**config.mk**
```make
export PLATFORM = sky130hd
export DESIGN_NAME = sram_port_arbiter
export DESIGN_NICKNAME = d
export VERILOG_FILES = /design/src/rtl/sram_port_arbiter.sv
export SDC_FILE = /design/constraint.sdc
export NUM_CORES = 1
export LEC_CHECK = 0
export CAP_MARGIN = 25
export CORE_AREA = 3 3 111 113
export CTS_CLUSTER_SIZE = 40
export DETAILED_ROUTE_END_ITERATION = 8
export DIE_AREA = 0 0 114 116
export RECOVER_POWER = 100
export SLEW_MARGIN = 10
export SYNTH_ARGS = -nofsm -noshare
export SYNTH_HDL_FRONTEND = slang
export SYNTH_SLANG_ARGS = --single-unit
export TNS_END_PERCENT = 50
```
**constraint.sdc**
```tcl
create_clock -name clk_i -period 1.75 [get_ports clk_i]
set_clock_uncertainty 0.2 [all_clocks]
set_input_delay 0.35 -clock clk_i [delete_from_list [all_inputs] [get_ports clk_i]]
set_output_delay 0.35 -clock clk_i [all_outputs]
set_load 0.02 [all_outputs]
```
**src/rtl/sram_port_arbiter.sv**
```systemverilog
// Round-robin arbiter sharing port 0 of a single-port-usable SRAM macro between
// two OBI-style masters; grant is combinational, responses return one cycle later.
module sram_port_arbiter #(
    parameter int ADDR_WIDTH = 9,
    parameter int DATA_WIDTH = 32,
    parameter int NUM_WMASKS = 4
) (
    input  logic                  clk_i,
    input  logic                  rst_ni,

    input  logic                  m0_req_i,
    output logic                  m0_gnt_o,
    input  logic [31:0]           m0_addr_i,
    input  logic                  m0_we_i,
    input  logic [NUM_WMASKS-1:0] m0_be_i,
    input  logic [DATA_WIDTH-1:0] m0_wdata_i,
    output logic                  m0_rvalid_o,
    output logic [DATA_WIDTH-1:0] m0_rdata_o,

    input  logic                  m1_req_i,
    output logic                  m1_gnt_o,
    input  logic [31:0]           m1_addr_i,
    input  logic                  m1_we_i,
    input  logic [NUM_WMASKS-1:0] m1_be_i,
    input  logic [DATA_WIDTH-1:0] m1_wdata_i,
    output logic                  m1_rvalid_o,
    output logic [DATA_WIDTH-1:0] m1_rdata_o,

    output logic                  sram_csb0_o,
    output logic                  sram_web0_o,
    output logic [NUM_WMASKS-1:0] sram_wmask0_o,
    output logic [ADDR_WIDTH-1:0] sram_addr0_o,
    output logic [DATA_WIDTH-1:0] sram_din0_o,
    input  logic [DATA_WIDTH-1:0] sram_dout0_i
);

    logic prio_q, prio_d;
    logic rsp_valid_q, rsp_valid_d;
    logic rsp_id_q, rsp_id_d;
    logic rsp_we_q, rsp_we_d;

    logic gnt0, gnt1, any_gnt, win_id;
    logic                  win_we;
    logic [NUM_WMASKS-1:0] win_be;
    logic [DATA_WIDTH-1:0] win_wdata;
    logic [ADDR_WIDTH-1:0] win_waddr;

    // Gated by rst_ni so no grant (and no SRAM access) leaks out while in reset.
    always_comb begin
        gnt0 = 1'b0;
        gnt1 = 1'b0;
        if (rst_ni) begin
            if (m0_req_i && m1_req_i) begin
                gnt0 = ~prio_q;
                gnt1 = prio_q;
            end else begin
                gnt0 = m0_req_i;
                gnt1 = m1_req_i;
            end
        end
    end

    assign any_gnt  = gnt0 | gnt1;
    assign win_id   = gnt1;
    assign m0_gnt_o = gnt0;
    assign m1_gnt_o = gnt1;

    always_comb begin
        win_we    = m0_we_i;
        win_be    = m0_be_i;
        win_wdata = m0_wdata_i;
        win_waddr = m0_addr_i[ADDR_WIDTH+1:2];
        if (win_id) begin
            win_we    = m1_we_i;
            win_be    = m1_be_i;
            win_wdata = m1_wdata_i;
            win_waddr = m1_addr_i[ADDR_WIDTH+1:2];
        end
    end

    assign sram_csb0_o  = ~any_gnt;
    assign sram_web0_o  = ~(any_gnt & win_we);
    assign sram_addr0_o = any_gnt ? win_waddr : '0;

    // Idle cycles park mask and data at zero to keep the macro pins quiet.
    for (genvar gi = 0; gi < NUM_WMASKS; gi++) begin : g_byte_lane
        assign sram_wmask0_o[gi]       = any_gnt & (~win_we | win_be[gi]);
        assign sram_din0_o[gi*8 +: 8]  = any_gnt ? win_wdata[gi*8 +: 8] : 8'h00;
    end

    always_comb begin
        prio_d      = prio_q;
        rsp_valid_d = any_gnt;
        rsp_id_d    = win_id;
        rsp_we_d    = any_gnt & win_we;
        if (any_gnt) begin
            prio_d = ~win_id;
        end
    end

    always_ff @(posedge clk_i or negedge rst_ni) begin
        if (!rst_ni) begin
            prio_q      <= 1'b0;
            rsp_valid_q <= 1'b0;
            rsp_id_q    <= 1'b0;
            rsp_we_q    <= 1'b0;
        end else begin
            prio_q      <= prio_d;
            rsp_valid_q <= rsp_valid_d;
            rsp_id_q    <= rsp_id_d;
            rsp_we_q    <= rsp_we_d;
        end
    end

    assign m0_rvalid_o = rsp_valid_q & ~rsp_id_q;
    assign m1_rvalid_o = rsp_valid_q &  rsp_id_q;
    assign m0_rdata_o  = (m0_rvalid_o && !rsp_we_q) ? sram_dout0_i : '0;
    assign m1_rdata_o  = (m1_rvalid_o && !rsp_we_q) ? sram_dout0_i : '0;

    // Byte-offset and upper address bits are intentionally ignored.
    logic unused_addr_bits;
    assign unused_addr_bits = ^{m0_addr_i[31:ADDR_WIDTH+2], m0_addr_i[1:0],
                                m1_addr_i[31:ADDR_WIDTH+2], m1_addr_i[1:0]};

endmodule

```
==> results of run 1 <==
## where the power goes
part / internal (mW) / total (mW) / switching [mW]
clock: 0.292 / 0.361 / 0.0689
sequential: 0.102 / 0.113 / 0.0106
combinational: 0.764 / 1.37 / 0.609
## sequential cells by signal, summed over array words and instances, names as in the netlist
name	flops
prio_q	1
rsp_id_q	1
rsp_valid_q	1
rsp_we_q	1
## critical path: stages, from the launching register on
cell and delay [ns]:
dfrtp_1 0.41, nor2b_4 0.20, buf_8 0.16, buf_4 0.11, nor4b_2 0.04, a311oi_2 0.18
buf_4 0.18
## cell usage after synthesis (all sizes together)
master	instances
nor4b	4
nand2b	1
nor2b	2
a311oi	4
nand2	4
buf	18
and3b	1
dfrtp	4
and2	66
o21ai	44
inv	6
nor3b	1
nand3	42
a21oi	43
clkbuf	13
a21o	1
## through the flow
stage,cells,setup WS (ns)
floorplan,254,-0.112
global placement,641,-1.11
detailed placement,641,-1.09
CTS,656,-0.320
global route,662,-0.362
finish,662,-0.311
## cell families after synthesis
family          count (synthesis)
buf+inv                        37
simple gates                  121
flops                           4
compound gates                 92
## cell type report
cell class	instances	share of cell area, %
sequential	4	2.08
tap	143	3.71
multi-input combinational	213	29.4
clock buffer	3	1.56
timing repair buffer	293	62.8
inverter	6	0.467
## worst paths after layout
kind	end	slack, ns	cells after the start
worst max-delay path	sram_wmask0_o[3]	-0.31	6
worst min-delay path	prio_q	0.34	4
worst max register to register	rsp_we_q	0.30	5
worst min register to register	prio_q	0.48	2
max in group asynchronous	rsp_valid_q	0.55	4
min in group asynchronous	prio_q	0.61	4
## what timing repair did
action / 4_1_cts / 5_1_grt
setup buffers: 11 / 6
endpoints found under the setup margin: 116 / 114
hold buffers: 1 / 0
hold endpoints to repair: 4 / 0
cloned: 3 / 1
pin swaps: 6 / 16
resized for setup: 474 / 264
## layer usage
metal  vias to the layer above  share of wire (%)
li1                       1415                  -
met2                       176                 54
met3                        12                9.5
met5                         -                  0
met1                      1305                 35
met4                         0                1.7
==> flow_metrics.py, run 1 <==
metrics = {
    "run_status": {
        "run_status": "complete, but fails checks",
        "violated_checks": "negative setup slack",
    },
    "cts": {
        "cts_made_buffers": 3,
        "clk_pin_slew_ns": 0.03,
        "ctsLongestPathBuffers": 2,
        "clock_latency_ns": 0.23,
        "ctsRootBufferMaster": "clkbuf_16",
        "tritoncts": "done",
        "cts.sinks": 4,
        "htree_num_levels": 1,
    },
    "grt": {
        "most_heavily_used_metal_layer_in_global_routing": "met2",
        "gr_met2_demand_resource_pct": 27.7,
        "grt_use_met3_pct": 3.34,
        "number_of_antenna_violations_at_the_first_check_in_global_routing": 0,
        "groute.usage.overall_pct": 13.9,
        "globalRouteMet1Util_pct": 14.2,
        "grt_pass1_vias": 2880,
        "globalRoute.totalOverflow": 0,
        "grt_max_degree": 33,
        "grt_pass1_wl_um": 14700,
    },
    "die": {
        "std_cell_rows": 39,
        "chipHeight_um": 116,
        "floorplan.io_pins": 289,
        "dieWidth_um": 114,
        "design.die.area_sq_um": 13200,
        "floorplan.initialDensity_pct": 13.1,
        "placeableCoreArea_sq_um": 11400,
    },
    "cells_and_area": {
        "mostFrequentLayoutCell": "clkdlybuf4s50_1",
        "layout.area.seq_sq_um": 100,
        "design.final.nets": 695,
        "post-route-cell-area_sq_um": 4820,
        "highest_count_cells_in_the_layout_ignoring_fill_and_taps": "clkdlybuf4s50_1 (123), buf_6 (82), buf_4 (62)",
        "drive_above_1_share_pct": 43.5,
        "utilization_after_layout_pct": 42.2,
        "area_growth_from_synthesis_to_layout_pct": 222,
        "fillerInstances": 1129,
        "n_antenna_cell": 0,
        "area_of_combinational_cells_with_multiple_inputs_sq_um": 1420,
    },
    "critical_path": {
        "reg2reg_from": "prio_q",
        "critPathLaunchType": "flip-flop",
        "endpoint_kind": "output pin",
        "critical_path_arrival_ns": 1.51,
        "crit_type": "flip-flop to output pin",
        "worstPathRequired_ns": 1.20,
        "cp_max_fo": 9,
        "cp-startpoint": "prio_q",
    },
    "timing": {
        "slew-limit-headroom_pct": 79.2,
        "worst_path_setup_slack_after_routing_ns": -0.311,
        "timing.fmax_mhz": 485,
        "rsz0062_at_grt": "yes",
        "final_max_slew_viol_count": 0,
        "final_hold_viol_count": 0,
        "tns_ns": -19.84,
        "timing.final.setup_violations": 111,
        "tightest_slew_ns": 0.308,
        "period_utilisation_layout_pct": 118,
        "holdWs_ns": 0.335,
        "period_minus_slack_ns": 2.06,
    },
    "detailed_routing": {
        "detail-route-antenna-nets": 0,
        "drc": 0,
        "post_drt_wl_per_cell_um": 15.8,
        "vias_per_cell": 4.39,
        "route.vias.total": 2908,
        "initial_drc_count": 135,
        "wirelength_um": 10500,
        "dr.pass1.iters": 4,
    },
    "synthesis": {
        "xor_xnor_fraction_of_synth_area_pct": 0,
        "avgSynthCellArea_sq_um": 5.89,
        "yosysWarnings": 0,
        "synth_top_area_cell": "and2_1",
        "post_synthesis_cell_type_count": 23,
        "post_synth_design_cell_area_sq_um": 1500,
        "yosys_register_bits": 4,
        "synth_top_family_by_area": "simple AND/OR/NAND/NOR gates",
        "postSynthNetCount": 428,
        "synth.yosys.seq_area_share_pct": 6.69,
        "synthSimpleGateAreaFrac_pct": 48.0,
        "synth_compound_area_share_pct": 31.9,
        "synth_largest_type_area_fraction_pct": 27.6,
        "most_area_consuming_cells_after_synthesis": "and2_1 (28%), a21oi_1 (14%), nand3_1 (14%)",
        "synthMuxAreaShare_pct": 0,
        "postSynthCellCount": 254,
        "synth-adder-area-share_pct": 0,
    },
    "placement": {
        "placedInstanceArea_sq_um": 4370,
        "gp_congestion": 0.752,
        "io_buffer_count": 242,
        "dp_hpwl_um": 8110,
    },
    "pwr": {
        "leakage_power_figure_nw": 2.06,
        "power.density_cell_area_nw_per_um2": 383,
        "max_vdd_drop_mv": 0.218,
        "fin_total_pwr_mw": 1.85,
    },
    "run": {
        "cap_viol_max_count": 0,
    },
    "min_path": {
        "timing.hold.worst.class": "input port to flip-flop",
        "hold_path_startpoint": "m0_req_i",
    },
}
(Power assumes the default switching activity.)
==> run 2, diff against run 1 <==
- ABC_CLOCK_PERIOD_IN_PS: default -> 1750
==> results of run 2 <==
No change in the layout: final DEF, timing and power equal those of run 1.
==> run 3, diff against run 2 <==
- ABC_CLOCK_PERIOD_IN_PS: 1750 -> 1800
- CORE_AREA: 3 3 111 113 -> 3 3 110 112
- DIE_AREA: 0 0 114 116 -> 0 0 113 115
- clock period: 1.75 -> 1.8 ns (I/O delays scaled with it)
==> flow_metrics.py, run 3 (synthesized netlist as in run 1, its figures left out) <==
metrics = {
    "pwr": {
        "leakage_power_figure_nw": 2.13,
        "max_vdd_drop_mv": 0.196,
        "power.density_cell_area_nw_per_um2": 388,
        "fin_total_pwr_mw": 1.90,
    },
    "detailed_routing": {
        "initial_drc_count": 85,
        "dr.pass1.iters": 4,
        "vias_per_cell": 4.51,
        "drc": 0,
        "post_drt_wl_per_cell_um": 17.1,
        "route.vias.total": 2956,
        "wirelength_um": 11200,
        "detail-route-antenna-nets": 0,
    },
    "critical_path": {
        "reg2reg_to": "rsp_we_q",
        "setup.worst_path.end": "sram_din0_o[16]",
        "critical_path.cell_chain": "nor2b_4, buf_6, o21ai_0, a21oi_2, buf_6",
        "timing.reg2reg.worst_path_depth": 5,
        "reg2reg_from": "prio_q",
        "critical_path_arrival_ns": 1.53,
        "r2r_setup_slk_ns": 0.28,
        "critPathMostFrequentCell": "buf_6",
        "worstPathRequired_ns": 1.24,
        "cp-startpoint": "prio_q",
        "critPathLaunchType": "flip-flop",
        "slowest_delay_ns": 0.43,
        "crit_type": "flip-flop to output pin",
        "endpoint_kind": "output pin",
        "cp_slowest_cell": "dfrtp_2",
        "cp_max_fo": 15,
    },
    "cells_and_area": {
        "area_of_combinational_cells_with_multiple_inputs_sq_um": 1560,
        "drive_above_1_share_pct": 48.8,
        "highest_count_cells_in_the_layout_ignoring_fill_and_taps": "clkdlybuf4s50_1 (122), buf_4 (67), buf_6 (55)",
        "layout.area.seq_sq_um": 101,
        "area_growth_from_synthesis_to_layout_pct": 227,
        "n_antenna_cell": 0,
        "fillerInstances": 1128,
        "mostFrequentLayoutCell": "clkdlybuf4s50_1",
        "final-instance-count-excl-fill": 655,
        "design.final.nets": 688,
    },
    "placement": {
        "dp_hpwl_um": 7890,
        "placedCellCount": 635,
        "gp_congestion": 0.844,
        "io_buffer_count": 242,
    },
    "die": {
        "chipHeight_um": 115,
        "floorplan.initialDensity_pct": 13.2,
        "design.die.area_sq_um": 13000,
        "std_cell_rows": 39,
        "placeableCoreArea_sq_um": 11300,
        "dieWidth_um": 113,
        "floorplan.io_pins": 289,
    },
    "grt": {
        "globalRoute.totalOverflow": 0,
        "number_of_antenna_violations_at_the_first_check_in_global_routing": 0,
        "grt_pass1_vias": 2931,
        "grt_pass1_wl_um": 15400,
        "grt_max_degree": 33,
        "groute.usage.overall_pct": 14.6,
    },
    "timing": {
        "worst_path_setup_slack_after_routing_ns": -0.292,
        "final_max_slew_viol_count": 0,
        "slew-limit-headroom_pct": 78.3,
        "period_minus_slack_ns": 2.09,
        "holdWs_ns": 0.370,
        "timing.final.setup_violations": 111,
        "final_hold_viol_count": 0,
        "rsz0062_at_grt": "yes",
        "timing.fmax_mhz": 478,
        "tightest_slew_ns": 0.320,
        "period_utilisation_layout_pct": 116,
    },
    "cts": {
        "cts_made_buffers": 3,
        "htree_num_levels": 1,
        "tritoncts": "done",
        "cts.sinks": 4,
        "clk_pin_slew_ns": 0.03,
        "clock_latency_ns": 0.23,
        "ctsLongestPathBuffers": 2,
        "ctsRootBufferMaster": "clkbuf_16",
    },
    "run_status": {
        "violated_checks": "negative setup slack",
        "run_status": "complete, but fails checks",
    },
    "min_path": {
        "timing.hold.worst.class": "input port to flip-flop",
    },
    "run": {
        "cap_viol_max_count": 0,
    },
}
-- run 3: how the worst min path moves through the flow --
stage	cells past startpoint	endpoint	slack, ns	from
after global placement	1	prio_q	0.37	prio_q
final	4	prio_q	0.37	m0_req_i
after global routing	3	prio_q	0.41	rst_ni
after CTS	4	prio_q	0.35	m0_req_i
after detailed placement	1	prio_q	0.38	prio_q
after floorplan	0	prio_q	-0.14	rst_ni
-- run 3: per-stage QoR --
stage | util [%] | setup slack (ns) | area, sq um | TNS [ns]
finish | 43.2 | -0.292 | 4890 | -18.91
global route | 43.2 | -0.340 | 4890 | -25.36
CTS | 39.9 | -0.308 | 4520 | -23.79
detailed placement | 37.7 | -1.00 | 4270 | -67.70
global placement | 37.7 | -0.984 | 4270 | -65.38
floorplan | - | -0.0719 | 1500 | -0.288
-- run 3: power by group --
| group | internal (mW) | leakage, nW | switching (mW) |
|---|---|---|---|
| clock network | 0.285 | 0.0370 | 0.0698 |
| registers | 0.100 | 0.0497 | 0.0114 |
| logic | 0.796 | 2.04 | 0.636 |
| total | 1.18 | 2.13 | 0.717 |
-- run 3: timing repair --
action,CTS,global route
endpoints found under the hold margin,4,0
hold buffers,2,0
gates cloned,5,4
buffers inserted,4,3
setup endpoints to repair,116,114
pin swaps,11,52
resized for setup,517,210
-- run 3: critical path, delay by kind of cell, from the launching register on --
family / cells / cell delay, ns
compound gates: 2 / 0.34
buf+inv: 2 / 0.34
flops: 1 / 0.43
simple gates: 1 / 0.19
-- run 3: final cells by class --
| type | count | share of cell area, % |
|---|---|---|
| inverters | 6 | 0.512 |
| repair buffers | 286 | 60.4 |
| clock buffers | 3 | 1.54 |
| well taps | 143 | 3.66 |
| flip-flops and latches | 4 | 2.07 |
| multi-input cells | 213 | 31.9 |
-- run 3: per-layer routing --
layer  global-route usage (%)  vias up  share of wire (%)
met1                     17.3     1370                 38
met2                     26.7      168                 52
met5                        0        -                  0
met4                     3.77        0                1.9
met3                     3.11       14                8.7
li1                         -     1404                  -
